==> config.mk <==
export PLATFORM = sky130hd
export DESIGN_NAME = serializador_entrada
export DESIGN_NICKNAME = d
export VERILOG_FILES = /design/src/rtl/serializador_entrada.sv
export SDC_FILE = /design/constraint.sdc
export NUM_CORES = 1
export LEC_CHECK = 0
export CAP_MARGIN = 20
export CORE_MARGIN = 8
export CORE_UTILIZATION = 53
export DETAILED_ROUTE_END_ITERATION = 12
export PLACE_DENSITY = 0.81
export SYNTH_ARGS = -nofsm -noshare
export SYNTH_HDL_FRONTEND = slang
export SYNTH_SLANG_ARGS = --single-unit
==> constraint.sdc <==
create_clock -name clk -period 2.2 [get_ports clk]
set_clock_uncertainty 0.05 [all_clocks]
set_input_delay 0.44 -clock clk [delete_from_list [all_inputs] [get_ports clk]]
set_output_delay 0.44 -clock clk [all_outputs]
set_load 0.01 [all_outputs]
==> src/rtl/serializador_entrada.sv <==
// Parallel-to-serial feeder for the pattern recognizer: valid/ready word intake, divided bit clock, gapless streaming.
// Optional even-parity bit after the data bits when SERIALIZADOR_PARIDAD_EN is defined.
module serializador_entrada #(
  parameter int ANCHO       = 8,
  parameter int DIVISOR     = 1,
  parameter int MSB_PRIMERO = 1
) (
  input  logic             clk,
  input  logic             rst,
  input  logic [ANCHO-1:0] dato,
  input  logic             dato_valido,
  output logic             listo,
  output logic             salida_serie,
  output logic             bit_paso,
  output logic             ocupado
);

  localparam int CW = $clog2(ANCHO + 2);
  localparam int DW = (DIVISOR > 1) ? $clog2(DIVISOR) : 1;
  localparam logic [DW-1:0] DIV_FIN = DW'(DIVISOR - 1);
`ifdef SERIALIZADOR_PARIDAD_EN
  localparam int NBITS = ANCHO + 1;
`else
  localparam int NBITS = ANCHO;
`endif
  localparam logic [CW-1:0] CNT_FIN = CW'(NBITS);

  typedef enum logic {
    REPOSO   = 1'b0,
    DESPLAZA = 1'b1
  } estado_t;

  estado_t          estado_q, estado_d;
  logic [ANCHO-1:0] shift_q, shift_d;
  logic [CW-1:0]    cnt_q, cnt_d;
  logic [DW-1:0]    div_q, div_d;
  logic             salida_q, salida_d;
  logic             paso_q, paso_d;
  logic             ocup_q, ocup_d;
`ifdef SERIALIZADOR_PARIDAD_EN
  logic             paridad_q, paridad_d;
`endif

  logic ultimo;
  logic acepta;

  function automatic logic bit_actual(input logic [ANCHO-1:0] s);
    if (MSB_PRIMERO != 0) return s[ANCHO-1];
    else                  return s[0];
  endfunction

  function automatic logic [ANCHO-1:0] desplazar(input logic [ANCHO-1:0] s);
    if (MSB_PRIMERO != 0) return {s[ANCHO-2:0], 1'b0};
    else                  return {1'b0, s[ANCHO-1:1]};
  endfunction

  // cnt_q holds the 1-based index of the bit on the line, so the last bit sits at CNT_FIN
  assign ultimo = (estado_q == DESPLAZA) && (div_q == DIV_FIN) && (cnt_q == CNT_FIN);
  assign listo  = !rst && ((estado_q == REPOSO) || ultimo);
  assign acepta = dato_valido && listo;

  always_comb begin
    estado_d  = estado_q;
    shift_d   = shift_q;
    cnt_d     = cnt_q;
    div_d     = div_q;
`ifdef SERIALIZADOR_PARIDAD_EN
    paridad_d = paridad_q;
`endif
    if (acepta) begin
      estado_d  = DESPLAZA;
      shift_d   = dato;
      cnt_d     = CW'(1);
      div_d     = '0;
`ifdef SERIALIZADOR_PARIDAD_EN
      paridad_d = ^dato;
`endif
    end else if (estado_q == DESPLAZA) begin
      if (div_q == DIV_FIN) begin
        div_d = '0;
        if (cnt_q == CNT_FIN) begin
          estado_d  = REPOSO;
          shift_d   = '0;
          cnt_d     = '0;
`ifdef SERIALIZADOR_PARIDAD_EN
          paridad_d = 1'b0;
`endif
        end else begin
          cnt_d   = cnt_q + CW'(1);
          shift_d = desplazar(shift_q);
        end
      end else begin
        div_d = div_q + DW'(1);
      end
    end

    // Outputs are registered: derive them from the state about to be loaded
    ocup_d   = (estado_d == DESPLAZA);
    paso_d   = ocup_d && (div_d == '0);
    salida_d = 1'b0;
    if (ocup_d) begin
`ifdef SERIALIZADOR_PARIDAD_EN
      if (cnt_d == CW'(ANCHO + 1)) salida_d = paridad_d;
      else                         salida_d = bit_actual(shift_d);
`else
      salida_d = bit_actual(shift_d);
`endif
    end
  end

  always_ff @(posedge clk) begin
    if (rst) begin
      estado_q  <= REPOSO;
      shift_q   <= '0;
      cnt_q     <= '0;
      div_q     <= '0;
      salida_q  <= 1'b0;
      paso_q    <= 1'b0;
      ocup_q    <= 1'b0;
`ifdef SERIALIZADOR_PARIDAD_EN
      paridad_q <= 1'b0;
`endif
    end else begin
      estado_q  <= estado_d;
      shift_q   <= shift_d;
      cnt_q     <= cnt_d;
      div_q     <= div_d;
      salida_q  <= salida_d;
      paso_q    <= paso_d;
      ocup_q    <= ocup_d;
`ifdef SERIALIZADOR_PARIDAD_EN
      paridad_q <= paridad_d;
`endif
    end
  end

  assign salida_serie = salida_q;
  assign bit_paso     = paso_q;
  assign ocupado      = ocup_q;

endmodule

Word-level counts from Yosys, hierarchy flattened. Cells that the tools add are included.

Flip-flop bits (word level): 16. Bits in latches: 0. RAM bits: 0. Bits in read-only memories: 0. Bits of input ports: 11. Output and inout port bits: 4. Memories: 0.

Add/subtract/negate cells: 2. Multipliers: 0. Divide/modulo/power cells: 0. Order comparisons: 0. Equal/unequal tests: 2. Shift operators: 0. Mux-type cells: 15. Bitwise operators: 4. Reductions and logical operators: 12.

Operators by type and width (number): 8-bit 2-to-1 mux (4); 1-bit 2-to-1 mux (10); 1-bit logical AND (5); 4-bit by 1-bit adder with 4-bit output, second input constant (1); 4-bit equality test, second input constant (1); 4-bit 2-to-1 mux (1); 1-bit NOT (4); 2-bit AND reduction (2); 2-bit OR reduction (2); 2-bit by 1-bit inequality test with 1-bit output, second input constant (1); 2-bit nonzero test (1); 1-bit adder, second input constant (1); 1-bit logical NOT (1); 1-bit logical OR (1).

Longest topological paths before layout. Gate-level depths: netlist of the first run.

Depth after elaboration: 9. Gate-level depth with buffers: 7.

Worst setup path before layout of the first run. Ideal clock, no wire load.

Path type: input to output. Start point: in rst. End point: out listo. Data arrival time: 1.145 ns. Required time: 1.710 ns. Setup slack: 0.565 ns. Stages on the path: 3. Cells stage by stage: clkbuf_1 buf_1 a21oi_1.

Longest elaborated chain between the ends: 2.

Ends and longest elaborated chain: start, declared (line 9) `input logic rst,`; 1-bit logical NOT (line 59) `assign listo = !rst && ((estado_q == REPOSO) || ultimo);`; 1-bit logical AND (line 59); end, declared (line 12) `output logic listo,`.

Every way passes these cells.

Worst setup path in the final report of the first run.
Start point: reg ocup_q, in the netlist ocupado. End point: out ocupado.

RTL lines: start, declared (line 39) `logic ocup_q, ocup_d;`; start signal, assigned (line 130) `ocup_q <= ocup_d;`; end, declared (line 15) `output logic ocupado`.

No word-level cell between the ends.

==> results by group, run 1 <==
Run status
  • Outcome: finished clean

Setup path
  • Critical Path Slowest Stage Cell: sky130_fd_sc_hd__dfxtp_1
  • Type of destination of the critical path: primary output
  • Cell family contributing the most delay on the critical path: flip-flops
  • Crit path max fanout: 16
  • Worst path bufs/invs: 1
  • Worst setup SP type: register
  • Crit path cell chain: clkdlybuf4s50_1
  • Largest stage delay on the critical path: 0.66 ns
  • Critical path class: register to primary output
  • Critical path data required time: 1.71 ns
  • Worst Path Arrival: 1.58 ns

Synth
  • Number of distinct standard cells referenced by the synthesized netlist: 32
  • Number of flip-flops and latches in the synthesized netlist: 16
  • List of most frequent post-synthesis cells: sky130_fd_sc_hd__dfxtp_1, sky130_fd_sc_hd__nand3_1, sky130_fd_sc_hd__nand2_1
  • Prevailing post-synth register cell: sky130_fd_sc_hd__dfxtp_1
  • Area share of the largest cell type after synthesis: 39.8%
  • Cell area after technology mapping: 806 um^2
  • Most area-consuming cells after synthesis: sky130_fd_sc_hd__dfxtp_1, sky130_fd_sc_hd__a211oi_1, sky130_fd_sc_hd__nand3_1, sky130_fd_sc_hd__a311oi_1, sky130_fd_sc_hd__nand2_1
  • Number of warnings printed during yosys synthesis: 0
  • Cell with the most instances after synthesis: sky130_fd_sc_hd__dfxtp_1
  • Syn Inst Count: 89
  • Share of flip-flops with an asynchronous set or reset: 0%
  • Cell taking the most area after synthesis: sky130_fd_sc_hd__dfxtp_1
  • Sequential area share after synthesis: 39.8%
  • Average instance area after synthesis: 9.05 um^2
  • Total nets after synthesis: 102
  • EDFF count, synth: 0

Layout
  • Layout cell share with drive strength beyond 1: 9.80%
  • Antenna Diode Count: 0
  • Area added between synthesis and finish: 20.8%
  • Net count, final: 116
  • Count of non-filler cells in the finished layout: 118

STA
  • Slew of the pin with the lowest slew margin: 0.518 ns
  • Sum of negative setup slack: 0 ns
  • Setup-failing EPs final: 0
  • Worst rel slew slack: 65.4%
  • Count of final max-slew check failures: 0
  • Hold violation count in the final report: 0
  • RSZ-0062 raised after global routing: false
  • Maximum clock rate: 482 MHz
  • Share of the clock period used by the worst path: 94.3%
  • Minimum clock period after layout: 2.07 ns
  • Worst-case hold slack: 0.444 ns

Route
  • Drt drc: 0
  • Iter 0 DRT Violations: 21
  • Ratio of routed vias to standard cells: 6.20
  • Via count of the routed design: 732
  • Number of nets still failing antenna checks after routing: 0
  • Sum of routed wire length over all layers: 1870 um
  • First drt pass iteration count: 4
  • Average wire length per cell after detail routing: 15.9 um

Clock tree
  • Maximum number of buffers from clock root to sink: 2
  • Clock-pin slew on the worst setup and hold paths: 0.09 ns
  • Total clock sinks: 16
  • Clock buffers created by TritonCTS: 3
  • Clock tree root driver cell: sky130_fd_sc_hd__clkbuf_4
  • Clock tree from TritonCTS: done
  • Clock latency on the worst-skew pair: 0.29 ns
  • Hold buffers post-CTS: 0
  • H-tree depth: 1

Global route
  • Via count of the first global-routing pass: 676
  • Wire length of the first global-routing pass: 3080 um
  • Pin count of the biggest net entering global routing: 19
  • Grt ovf: 0
  • Global routing usage summed across all routing layers: 13.3%
  • Initial antenna violation count: 0

Placement
  • Last weighted congestion value of the routability-driven placer: 0.745
  • Post-DP HPWL: 1300 um
  • Post-placement cell count: 114
  • I/O Buffers: 14

Floorplan
  • Core Region: 1470 um^2
  • DIE HEIGHT: 55.0 um
  • Initial Utilization: 54.8%
  • Die span in x: 55.0 um
  • Die area: 3020 um^2
  • Number of standard-cell rows in the floorplan: 14
  • Number of top-level design ports: 15

Min path
  • Path category of the worst min-delay check: register to register

Pwr
  • Power per cell area: 636 nW/um^2
  • Worst-case vdd ir drop: 492 uV
  • PnR Total Power: 619 uW
  • Leakage component of the power: 0.345 nW

Flow run
  • Max-cap violations: 0
## sequential cells by signal (all words and copies together), names as in the netlist
register	count
shift_q	8
ocupado	1
bit_paso	1
cnt_q	4
salida_serie	1
div_q	1
## stage by stage
step                      setup slack [ns]  area, um^2  util [%]
after floorplan                      0.565         806         -
after global placement               0.150         938      63.8
after detailed placement             0.151         938      63.8
after CTS                            0.121         973      66.2
after global routing                0.0238         973      66.2
final                                0.126         973      66.2
## cell usage in the layout (no fill, tap or decap), types with 5 or more instances in the layout
master,instances
sky130_fd_sc_hd__inv_1,5
sky130_fd_sc_hd__nand3_1,9
sky130_fd_sc_hd__nand2_1,8
sky130_fd_sc_hd__a311oi_1,5
sky130_fd_sc_hd__a211oi_1,7
sky130_fd_sc_hd__a21oi_1,5
sky130_fd_sc_hd__clkdlybuf4s50_1,13
sky130_fd_sc_hd__dfxtp_1,16
## worst register-to-register path: stages (launching register included)
cell	delay [ns]
sky130_fd_sc_hd__dfxtp_1	0.41
sky130_fd_sc_hd__inv_1	0.08
sky130_fd_sc_hd__ha_1	0.24
sky130_fd_sc_hd__nand4bb_1	0.15
sky130_fd_sc_hd__buf_4	0.18
sky130_fd_sc_hd__a21o_1	0.36
sky130_fd_sc_hd__a311oi_1	0.16
## metal layers
metal / track usage (%) / part of all wire (%) / routed length (um) / up-vias
met2: 20.4 / 48 / 907 / 26
met5: 0 / 0 / 0 / -
met4: 2.00 / 0 / 0 / 0
li1: - / - / - / 362
met3: 6.42 / 6.1 / 114 / 0
met1: 17.0 / 45 / 849 / 344
## final cells by class
class / instances / area, um^2
Fill cell: 123 / 498
Multi-Input combinational cell: 60 / 417
Sequential cell: 16 / 320
Timing Repair Buffer: 17 / 161
Clock buffer: 4 / 36.3
Tap cell: 16 / 20.0
Inverter: 5 / 18.8
## final timing paths
path	start	endpoint	slack, ns	cells after the start
hold reg to reg	shift_q[1]$_SDFFE_PP0P_	shift_q[1]$_SDFFE_PP0P_	0.44	2
hold / removal	shift_q[1]$_SDFFE_PP0P_	shift_q[1]$_SDFFE_PP0P_	0.44	2
setup / recovery	ocupado$_SDFF_PP0_	ocupado	0.13	1
setup reg to reg	cnt_q[0]$_SDFFE_PP0P_	shift_q[5]$_SDFFE_PP0P_	0.43	6
## what timing repair did
item,CTS,global route
endpoints found under the hold margin,0,0
buffers inserted,0,0
endpoints found under the setup margin,1,0
resized for setup,1,0
## cells by family (layout without fill, tap and decap cells)
kind of cell / Yosys count / in the layout / share of synthesized area [%]
AOI/OAI and AO/OA: 29 / 29 / 28.4
and+or+nand+nor: 28 / 28 / 18.9
DFF: 16 / 16 / 39.8
buffers and inverters: 13 / 26 / 8.54
adders and majority gates: 2 / 2 / 3.11
muxes: 1 / 1 / 1.24
## power breakdown
part           switching (mW)  internal (mW)  total (mW)  leakage (nW)
Combinational          0.0502         0.0498       0.100         0.192
Clock                  0.0945          0.101       0.195        0.0210
Sequential             0.0157          0.308       0.324         0.132
Total                   0.160          0.459       0.619         0.345
Note: power is estimated with default switching activity, not from simulation.
==> run 2: changes to the inputs <==
Clock period 2.2 ns to 2.4 ns, I/O delays scaled along.
==> results by group, run 2 (synthesized netlist as in run 1, its figures left out) <==
Clock tree
  • Total clock sinks: 16 (unchanged)
  • Clock tree from TritonCTS: done
  • Maximum number of buffers from clock root to sink: 2 (unchanged)
  • Clock tree root driver cell: sky130_fd_sc_hd__clkbuf_4
  • Clock buffers created by TritonCTS: 3 (unchanged)
  • Clock-pin slew on the worst setup and hold paths: 0.10 ns (about the same)
  • Clock latency on the worst-skew pair: 0.28 ns (about the same)
  • H-tree depth: 1 (unchanged)
  • Post-CTS repair timing setup buffer count: 0 (unchanged)

Floorplan
  • DIE HEIGHT: 55.0 um (unchanged)
  • Number of top-level design ports: 15 (unchanged)
  • Initial Utilization: 54.8% (unchanged)
  • Die span in x: 55.0 um (unchanged)
  • Die area: 3020 um^2 (unchanged)
  • Core Region: 1470 um^2 (unchanged)
  • Number of standard-cell rows in the floorplan: 14 (unchanged)

Pwr
  • Internal: 387 uW (-16%)
  • Switching power summed over all nets: 147 uW (-8.5%)
  • Share of power burned in registers: 55.5% (+3.2 points)
  • Switching power share of the total: 27.5% (+1.6 points)
  • PnR Total Power: 534 uW (-14%)
  • Power per cell area: 554 nW/um^2 (-13%)
  • Worst-case vdd ir drop: 401 uV (-19%)
  • Leakage component of the power: 0.347 nW (+0.76%)
  • Clock network fraction of total power: 27.0% (-4.5 points)
  • Combinational share of power: 17.5% (+1.4 points)

Setup path
  • Worst setup SP type: register
  • Cell family contributing the most delay on the critical path: flip-flops
  • Critical path data required time: 1.87 ns (+0.16 ns)
  • Critical Path Slowest Stage Cell: sky130_fd_sc_hd__dfxtp_1
  • Largest stage delay on the critical path: 0.65 ns (about the same)
  • Worst Path Arrival: 1.58 ns (about the same)
  • Worst path bufs/invs: 1 (unchanged)
  • Crit path cell chain: clkdlybuf4s50_1
  • Critical path class: register to primary output
  • Crit path max fanout: 16 (unchanged)
  • Type of destination of the critical path: primary output

Global route
  • Global-route met1 utilization: 16.8% (-0.23 points)
  • Grt ovf: 0 (unchanged)
  • Wire length of the first global-routing pass: 2880 um (-6.3%)
  • Most congested layer reported by global routing: met2
  • Pin count of the biggest net entering global routing: 19 (unchanged)
  • Global routing usage summed across all routing layers: 12.5% (-0.79 points)
  • Initial antenna violation count: 0 (unchanged)
  • Met2 routing resource usage after global routing: 18.5% (-1.9 points)
  • Via count of the first global-routing pass: 638 (-5.6%)
  • Met3 demand-to-capacity share in global routing: 3.74% (-2.7 points)

Route
  • Number of nets still failing antenna checks after routing: 0 (unchanged)
  • Drt drc: 0 (unchanged)
  • Average wire length per cell after detail routing: 15.9 um (+0.32%)
  • Sum of routed wire length over all layers: 1860 um (-0.53%)
  • Ratio of routed vias to standard cells: 6.35 (+2.4%)
  • Via count of the routed design: 743 (+1.5%)
  • Iter 0 DRT Violations: 22 (+4.8%)
  • First drt pass iteration count: 4 (unchanged)

Placement
  • Post-DP HPWL: 1250 um (-3.4%)
  • Area after DPL: 938 um^2 (unchanged)
  • Post-Place Setup Slack: 0.281 ns (+0.130 ns)
  • Last weighted congestion value of the routability-driven placer: 0.733 (-1.6%)
  • I/O Buffers: 14 (unchanged)

Layout
  • Area added between synthesis and finish: 19.6%
  • Most frequent cells in the layout: sky130_fd_sc_hd__dfxtp_1, sky130_fd_sc_hd__clkdlybuf4s50_1, sky130_fd_sc_hd__nand3_1, sky130_fd_sc_hd__nand2_1, sky130_fd_sc_hd__a211oi_1
  • Number of flip-flops in the largest register: 8 (unchanged)
  • Register with the most flip-flops: shift_q
  • Net count, final: 116 (unchanged)
  • Registers with the highest flip-flop counts: shift_q: 8 flops, cnt_q: 4 flops
  • Antenna Diode Count: 0 (unchanged)
  • Layout cell share with drive strength beyond 1: 8.91% (-0.89 points)
  • Final std cell area, no fill: 963 um^2 (-1.0%)
  • # fillers: 131 (+6.5%)
  • Most common cell after layout, fill and taps aside: sky130_fd_sc_hd__dfxtp_1

STA
  • Worst rel slew slack: 65.8% (+0.41 points)
  • Slew of the pin with the lowest slew margin: 0.512 ns (-0.00616 ns)
  • Sum of negative setup slack: 0 ns (unchanged)
  • Count of final max-slew check failures: 0 (unchanged)
  • Minimum clock period after layout: 2.11 ns
  • Min setup slack post-route: 0.293 ns (+0.167 ns)
  • Share of the clock period used by the worst path: 87.8%
  • RSZ-0062 raised after global routing: false
  • Maximum clock rate: 475 MHz
  • Setup-failing EPs final: 0 (unchanged)
  • Hold violation count in the final report: 0 (unchanged)

Run status
  • Outcome: finished clean

Flow run
  • Max-cap violations: 0 (unchanged)

Min path
  • Path category of the worst min-delay check: register to register
## run 2: cell types whose count changed in the layout (fill, tap and decap cells not counted), sizes merged
cell | previous run | this run
dlygate4sd2 | 1 | 0
clkbuf | 4 | 3
dlymetal6s2s | 0 | 1
## run 2: metal layers
metal / vias up / part of all wire [%]
li1: 361 / -
met2: 34 / 47
met1: 346 / 45
met3: 2 / 6.9
met4: 0 / 0.75
met5: - / 0
## run 2: path summary, 6_finish.rpt
path | startpoint | to | slack [ns] | cells after the start
max | ocupado$_SDFF_PP0_ | ocupado | 0.29 | 1
min | shift_q[6]$_SDFFE_PP0P_ | shift_q[6]$_SDFFE_PP0P_ | 0.44 | 2
max reg2reg | cnt_q[0]$_SDFFE_PP0P_ | shift_q[5]$_SDFFE_PP0P_ | 0.64 | 6
min reg2reg | shift_q[6]$_SDFFE_PP0P_ | shift_q[6]$_SDFFE_PP0P_ | 0.44 | 2
## run 2: worst min-delay path: stages, from the launching register on
cell,delay (ns)
sky130_fd_sc_hd__dfxtp_1,0.32
sky130_fd_sc_hd__nand2_1,0.05
sky130_fd_sc_hd__a311oi_1,0.07
## run 2: timing repair
action	CTS	global route
endpoints found under the setup margin	0	1
resized for setup	0	1
hold buffers	0	0
endpoints found under the hold margin	0	0
## run 2: stage by stage
stage	utilization, %	hold slack, ns	instances
final	65.5	0.443	117
after global routing	65.5	0.475	117
after CTS	65.3	0.445	117
after detailed placement	63.8	0.432	114
after global placement	63.8	0.424	114
after floorplan	-	0.407	89
## run 2: area by class of cell
type	instances	area [um^2]	share of cell area, %
repair buffers	17	165	17.1
well taps	16	20.0	2.08
clock buffers	3	22.5	2.34
inverters	5	18.8	1.95
multi-input cells	60	417	43.2
flip-flops and latches	16	320	33.2
## run 2: power groups by stage
stage	clock [mW]	sequential, mW	combinational (mW)
after floorplan	0	0.298	0.0604
after global placement	0	0.301	0.0912
after detailed placement	0	0.302	0.0932
after CTS	0.146	0.296	0.0936
after global routing	0.156	0.298	0.101
final	0.144	0.296	0.0936
==> run 3: changes to the inputs <==
Settings changed: ABC_CLOCK_PERIOD_IN_PS from default to 2400.
==> results of run 3 <==
No change in the layout: final DEF, timing and power equal those of run 2.
